**src/rtl/small_fifo.sv**
```systemverilog
// rtl/small_fifo.sv - one- or two-entry registered FIFO with synchronous clear
//
// Purpose:
//   A small FIFO holding 1 or 2 entries of 'width' bits. Every output is a
//   flop, so there is no combinational path from any input to any output.
//   The head entry always lives in r_data0, and D_OUT is taken straight from it.
//   When the FIFO drains, D_OUT keeps the last value dequeued.
//
// Parameters:
//   width    data bits per entry (1..64)
//   depth    entry count, 1 or 2
//
// Ports:
//   CLK      clock, rising edge
//   RST_N    synchronous active-low reset; clears count and all data
//   D_IN     enqueue data
//   ENQ      enqueue request, honoured only while FULL_N=1
//   DEQ      dequeue request, honoured only while EMPTY_N=1
//   CLR      synchronous clear of occupancy; data storage is left untouched
//   D_OUT    head-of-queue data
//   FULL_N   high while at least one entry is free
//   EMPTY_N  high while at least one entry is valid

module small_fifo #(
   parameter int unsigned width = 8,
   parameter int unsigned depth = 2
) (
   input  logic             CLK,
   input  logic             RST_N,
   input  logic [width-1:0] D_IN,
   input  logic             ENQ,
   input  logic             DEQ,
   input  logic             CLR,
   output logic [width-1:0] D_OUT,
   output logic             FULL_N,
   output logic             EMPTY_N
);

   localparam logic [1:0] L_DEPTH = 2'(depth);

   logic [width-1:0] r_data0;
   logic [width-1:0] r_data1;
   logic [1:0]       r_count;
   logic             r_full_n;
   logic             r_empty_n;

   logic             w_enq;
   logic             w_deq;
   logic [1:0]       w_count_nx;
   logic [width-1:0] w_data0_nx;
   logic [width-1:0] w_data1_nx;

   // Requests are qualified by the registered flags, so a request made
   // against a full or empty queue has no effect at all.
   assign w_enq = ENQ & r_full_n;
   assign w_deq = DEQ & r_empty_n;

   always_comb begin
      w_count_nx = r_count;
      w_data0_nx = r_data0;
      w_data1_nx = r_data1;
      if (CLR) begin
         w_count_nx = 2'd0;
      end else if (w_enq && w_deq) begin
         // Both requests can only be honoured together at depth 2 with one
         // entry. The head leaves and the new word becomes the head.
         w_data0_nx = D_IN;
      end else if (w_enq) begin
         if (r_count == 2'd0) begin
            w_data0_nx = D_IN;
         end else begin
            w_data1_nx = D_IN;
         end
         w_count_nx = 2'(r_count + 2'd1);
      end else if (w_deq) begin
         // The second entry moves up only when there is one. On the last
         // dequeue, r_data0 is held so that D_OUT keeps that value.
         if (r_count == 2'd2) begin
            w_data0_nx = r_data1;
         end
         w_count_nx = 2'(r_count - 2'd1);
      end
   end

   always_ff @(posedge CLK) begin
      if (!RST_N) begin
         r_data0   <= '0;
         r_data1   <= '0;
         r_count   <= 2'd0;
         r_full_n  <= 1'b1;
         r_empty_n <= 1'b0;
      end else begin
         r_data0   <= w_data0_nx;
         r_data1   <= w_data1_nx;
         r_count   <= w_count_nx;
         r_full_n  <= (w_count_nx < L_DEPTH);
         r_empty_n <= (w_count_nx != 2'd0);
      end
   end

   assign D_OUT   = r_data0;
   assign FULL_N  = r_full_n;
   assign EMPTY_N = r_empty_n;

endmodule

```
**config.mk**
```make
export PLATFORM = sky130hd
export DESIGN_NAME = small_fifo
export DESIGN_NICKNAME = d
export VERILOG_FILES = /design/src/rtl/small_fifo.sv
export SDC_FILE = /design/constraint.sdc
export NUM_CORES = 1
export LEC_CHECK = 0
export CAP_MARGIN = 20
export CORE_UTILIZATION = 43
export CTS_CLUSTER_SIZE = 25
export DETAILED_ROUTE_END_ITERATION = 16
export MAX_ROUTING_LAYER = met4
export PLACE_DENSITY = 0.79
export SYNTH_ARGS = -nofsm -noshare
export SYNTH_HDL_FRONTEND = slang
export SYNTH_SLANG_ARGS = --single-unit
```
**constraint.sdc**
```tcl
create_clock -name CLK -period 2 [get_ports CLK]
set_clock_uncertainty 0.2 [all_clocks]
set_input_delay 0.3 -clock CLK [delete_from_list [all_inputs] [get_ports CLK]]
set_output_delay 0.3 -clock CLK [all_outputs]
set_load 0.05 [all_outputs]
```
### Word-level counts from Yosys, hierarchy flattened

Index checks and enable logic that the tools add are counted.

* $add $sub $neg: 2
* $lt $le $gt $ge: 1
* equality and inequality tests: 2
* mux-type cells: 9
* bitwise operators: 5
* reductions and logical operators: 7

Operators with widths (count)
* two-way mux 8 bit: 5
* two-way mux 2 bit: 4
* AND reduction 4 bit: 2
* nonzero test 3 bit: 2
* != test 3 x 1 -> 1 bit, second input constant: 1
* NOT 1 bit: 3
* adder 2 x 1 -> 2 bit, second input constant: 1
* bitwise AND 1 bit: 2
* equality test 2 bit, second input constant: 1
* logical NOT 2 bit: 1
* less-than comparator 2 bit, second input constant: 1
* nonzero test 2 bit: 1
* subtractor 2 x 1 -> 2 bit, second input constant: 1
* logical AND 1 bit: 1

* flip-flop bits (word level): 20
* input port bits: 13
* output and inout port bits: 10
* logic and storage cells: 31

### Depth between registers and ports, before layout

* depth after elaboration: 6
* gate-level depth with buffers: 6

### Least setup slack after synthesis

No wires, ideal clock.

* path type: flip-flop to flip-flop
* from: register r_full_n (netlist: FULL_N)
* to: register r_data1[0]
* setup time: 0.074 ns
* arrival time: 1.543 ns
* required time: 1.726 ns
* path slack: 0.182 ns
* stages on the path, launching flop included: 6
* buffers on the path: 1
* clock period less this slack: 1.818 ns
* cell sequence: dfxtp_1 nand2_2 nor4b_4 buf_6 nand3_1 o21ai_0

* word-level cells in the longest chain between the ends: 4

Ends and longest elaborated chain
* start, declared: RTL line 44 `logic r_full_n;`
* start signal, assigned: RTL line 96 `r_full_n <= (w_count_nx < L_DEPTH);`
* bitwise AND 1 bit (*): RTL line 55 `assign w_enq = ENQ & r_full_n;`
* logical AND 1 bit: RTL line 64 `end else if (w_enq && w_deq) begin`
* NOT 1 bit (no source line)
* AND reduction 4 bit (no source line) (*)
* end signal, assigned: RTL line 94 `r_data1 <= w_data1_nx;`
* end, declared: RTL line 42 `logic [width-1:0] r_data1;`

Mark *: on every way between the ends. The rest lies on a longest branch, timed or not.
A chain may end at the register's enable or synchronous reset.

### Worst setup path in the final report

* from: register r_data0[1] (netlist: D_OUT[1])
* to: output port D_OUT[1]

RTL lines
* start, declared: RTL line 41 `logic [width-1:0] r_data0;`
* start signal, assigned: RTL line 93 `r_data0 <= w_data0_nx;`
* end, declared: RTL line 34 `output logic [width-1:0] D_OUT,`

No word-level cell between the ends.

==> metrics.csv <==
stage;metric;value;unit
timing;setup_viol;0;
power_and_ir_drop;combPwrFrac;22.7;%
synth;ys.flop_type;dfxtp_1;
outcome;status;finished, final reports clean;
die;row_count;16;
placement;placed_area;1190;um2
setup_path;critical_path_arrival;1.45;ns
timing;rsz0062_at_grt;false;
die;die_area;2440;um2
timing;hold_viol_final;0;
synth;syn-cell-area;965;um2
setup_path;slowest_stage;clkdlybuf4s50_1;
synth;ys_seq_elements;20;
cells_and_area;area_growth;30.9;%
synth;synthCells;109;
power_and_ir_drop;ir_drop;443;uV
global_route;grt_pass1_wl;3550;um
power_and_ir_drop;internal_power;712;uW
detailed_routing;viasPerCell;5.66;
power_and_ir_drop;switchingPower;272;uW
synth;yosysUniqueCellTypes;26;
clock_network;clock_latency;0.30;ns
synth;async_reset_ff_share;0;%
detailed_routing;antenna_left;0;
detailed_routing;dr.pass1.iters;4;
timing;min_period;1.95;ns
global_route;grt_pass1_vias;861;
timing;fin_crit_sh;97.7;%
synth;yosys.cell_count.top_type;dfxtp_1;
detailed_routing;routed_wl;2160;um
setup_path;crit_required;1.50;ns
power_and_ir_drop;swShare;27.6;%
clock_network;postCtsSetupRepairBufs;0;
clock_network;path_clk_slew;0.11;ns
synth;synth-edff-count;0;
setup_path;worstSetupPathType;reg2out;
synth;synthTopCellsByArea;dfxtp_1 42%, o211a_1 9.3%, o21ai_0 8.8%, nand3_1 4.7%, nor3_1 4.7%;
power_and_ir_drop;power_frac_seq;44.2;%
setup_path;start_kind;flip-flop;
clock_network;postCtsHoldBufs;0;
setup_path;critPathCaptureType;output port;
die;start_util;47.2;%
global_route;globalRouteTotalUtil;19.4;%
setup_path;cp_slowest_stage_delay;0.80;ns
placement;hpwl;1590;um
global_route;antenna_found_initial;0;
setup_path;critPathBufInv;1;
synth;netlist.area_leader.share;41.5;%
die;ios;23;
synth;syn_area_per_cell;8.85;um2
synth;yosysSeqAreaShare;41.5;%
timing;fmax;0.512;GHz
clock_network;cts_sinks;20;
min_path;holdCritPathClass;reg2reg;
timing;drv_slew;0;
timing;fin_tns_setup;0;ns
power_and_ir_drop;powerDensity;780;nW/um2
global_route;overflow;0;
timing;slew_headroom;65.8;%
cells_and_area;fill_cells;201;
global_route;grt_max_degree;25;
detailed_routing;drt_iter0_markers;9;
setup_path;cp_cell_sequence;clkdlybuf4s50_1;
synth;synth_common_cells;20 x dfxtp_1, 17 x o21ai_0, 10 x nand2_1, 10 x nor2_1;
die;core-area;2040;um2
clock_network;htreeDepth;1;
placement;port_buffers;22;
synth;synth_area_leader_cell;dfxtp_1;
clock_network;cts_buffer_depth;2;
detailed_routing;num_vias;912;
synth;yosys_warnings;0;
power_and_ir_drop;pwr-share-clk;33.1;%
setup_path;critPathMaxFanout;2;
clock_network;numCtsBuffers;3;
detailed_routing;route.detailed.drc;0;
cells_and_area;final_area;1260;um2
flow_run;drv_cap;0;
power_and_ir_drop;p_leak;0.641;nW
clock_network;clockRootBuffer;clkbuf_4;
die;dieHeight;49.4;um
cells_and_area;antenna_cells;0;
cells_and_area;nets;150;
cells_and_area;drive_gt1_share;11.9;%
setup_path;critical-path-top-delay-family;buffers and inverters;
placement;gp_congestion;0.798;
synth;synthesis.nets;124;
clock_network;cts_tree;built;
detailed_routing;detail_route.wl_per_cell;13.4;um
timing;worst_pin_slew;0.512;ns
die;die_x;49.4;um
-- flip-flops by register name, indices dropped and copies added, names as in the netlist --
register / cells
D_OUT: 8
EMPTY_N: 1
FULL_N: 1
r_count: 2
r_data1: 8
-- final timing paths --
path,cells past startpoint,start,slack (ns),endpoint
worst max-delay path,1,D_OUT[1]$_SDFFE_PN0P_,0.05,D_OUT[1]
worst min-delay path,2,r_data1[4]$_SDFFE_PN0P_,0.27,r_data1[4]$_SDFFE_PN0P_
worst max register to register,6,r_count[1]$_SDFF_PN0_,0.29,r_data1[7]$_SDFFE_PN0P_
worst min register to register,2,r_data1[4]$_SDFFE_PN0P_,0.27,r_data1[4]$_SDFFE_PN0P_
-- power groups by stage --
stage / clock network (mW) / logic, mW / registers [mW]
floorplan: 0 / 0.0892 / 0.500
global placement: 0 / 0.219 / 0.443
detailed placement: 0 / 0.224 / 0.445
CTS: 0.330 / 0.225 / 0.436
global route: 0.350 / 0.238 / 0.439
finish: 0.326 / 0.223 / 0.435
-- cells by family (layout without fill, tap and decap cells) --
kind of cell / Yosys count / after routing / share of synthesized area [%]
xor gates and xnor gates: 2 / 2 / 1.82
adders and majority gates: 2 / 2 / 2.59
and+or+nand+nor: 45 / 45 / 23.7
buffers and inverters: 8 / 33 / 6.22
AOI/OAI and AO/OA: 32 / 32 / 24.1
DFF: 20 / 20 / 41.5
-- layer usage --
| layer | part of all wire [%] | global-route usage [%] |
|---|---|---|
| met3 | 3.8 | 3.12 |
| met1 | 43 | 20.8 |
| met5 | 0 | - |
| met4 | 1.1 | 6.37 |
| met2 | 52 | 35.8 |
-- metrics by stage --
step	total power, mW	cells	util [%]	hold WS [ns]	setup WS [ns]
3_5_place_dp	0.669	157	58.5	0.254	0.0850
2_1_floorplan	0.589	109	-	0.230	0.182
5_1_grt	1.03	161	61.8	0.285	0.00440
6_report	0.984	161	61.8	0.272	0.0464
4_1_cts	0.991	161	61.1	0.273	0.0258
3_3_place_gp	0.662	157	58.5	0.246	0.0952
-- repair_timing --
action	in CTS	in global routing
setup endpoints to repair	0	6
resized for setup	0	6
hold endpoints to repair	0	0
-- cells in the final DEF (no fill, tap or decap), types with 2 or more instances in the layout --
cell,Yosys,final
nand2_1,10,10
o21ai_0,17,17
buf_4,2,6
dfxtp_1,20,20
inv_1,3,3
dlymetal6s2s_1,0,6
clkbuf_4,0,3
nand3_1,9,9
ha_1,2,2
o211a_1,9,9
xnor2_1,2,2
nand2_2,2,2
nor2_1,10,10
clkdlybuf4s50_1,0,14
nor3_1,9,9
-- area by class of cell --
class                           count  area [um2]  area share, %
Clock inverter                      1        30.0           2.38
Multi-Input combinational cell     81         504           39.9
Timing Repair Buffer               26         260           20.6
Tap cell                           27        33.8           2.68
Inverter                            3        11.3          0.892
Clock buffer                        3        22.5           1.78
Sequential cell                    20         400           31.7
Power figures use the tool's default switching activity.
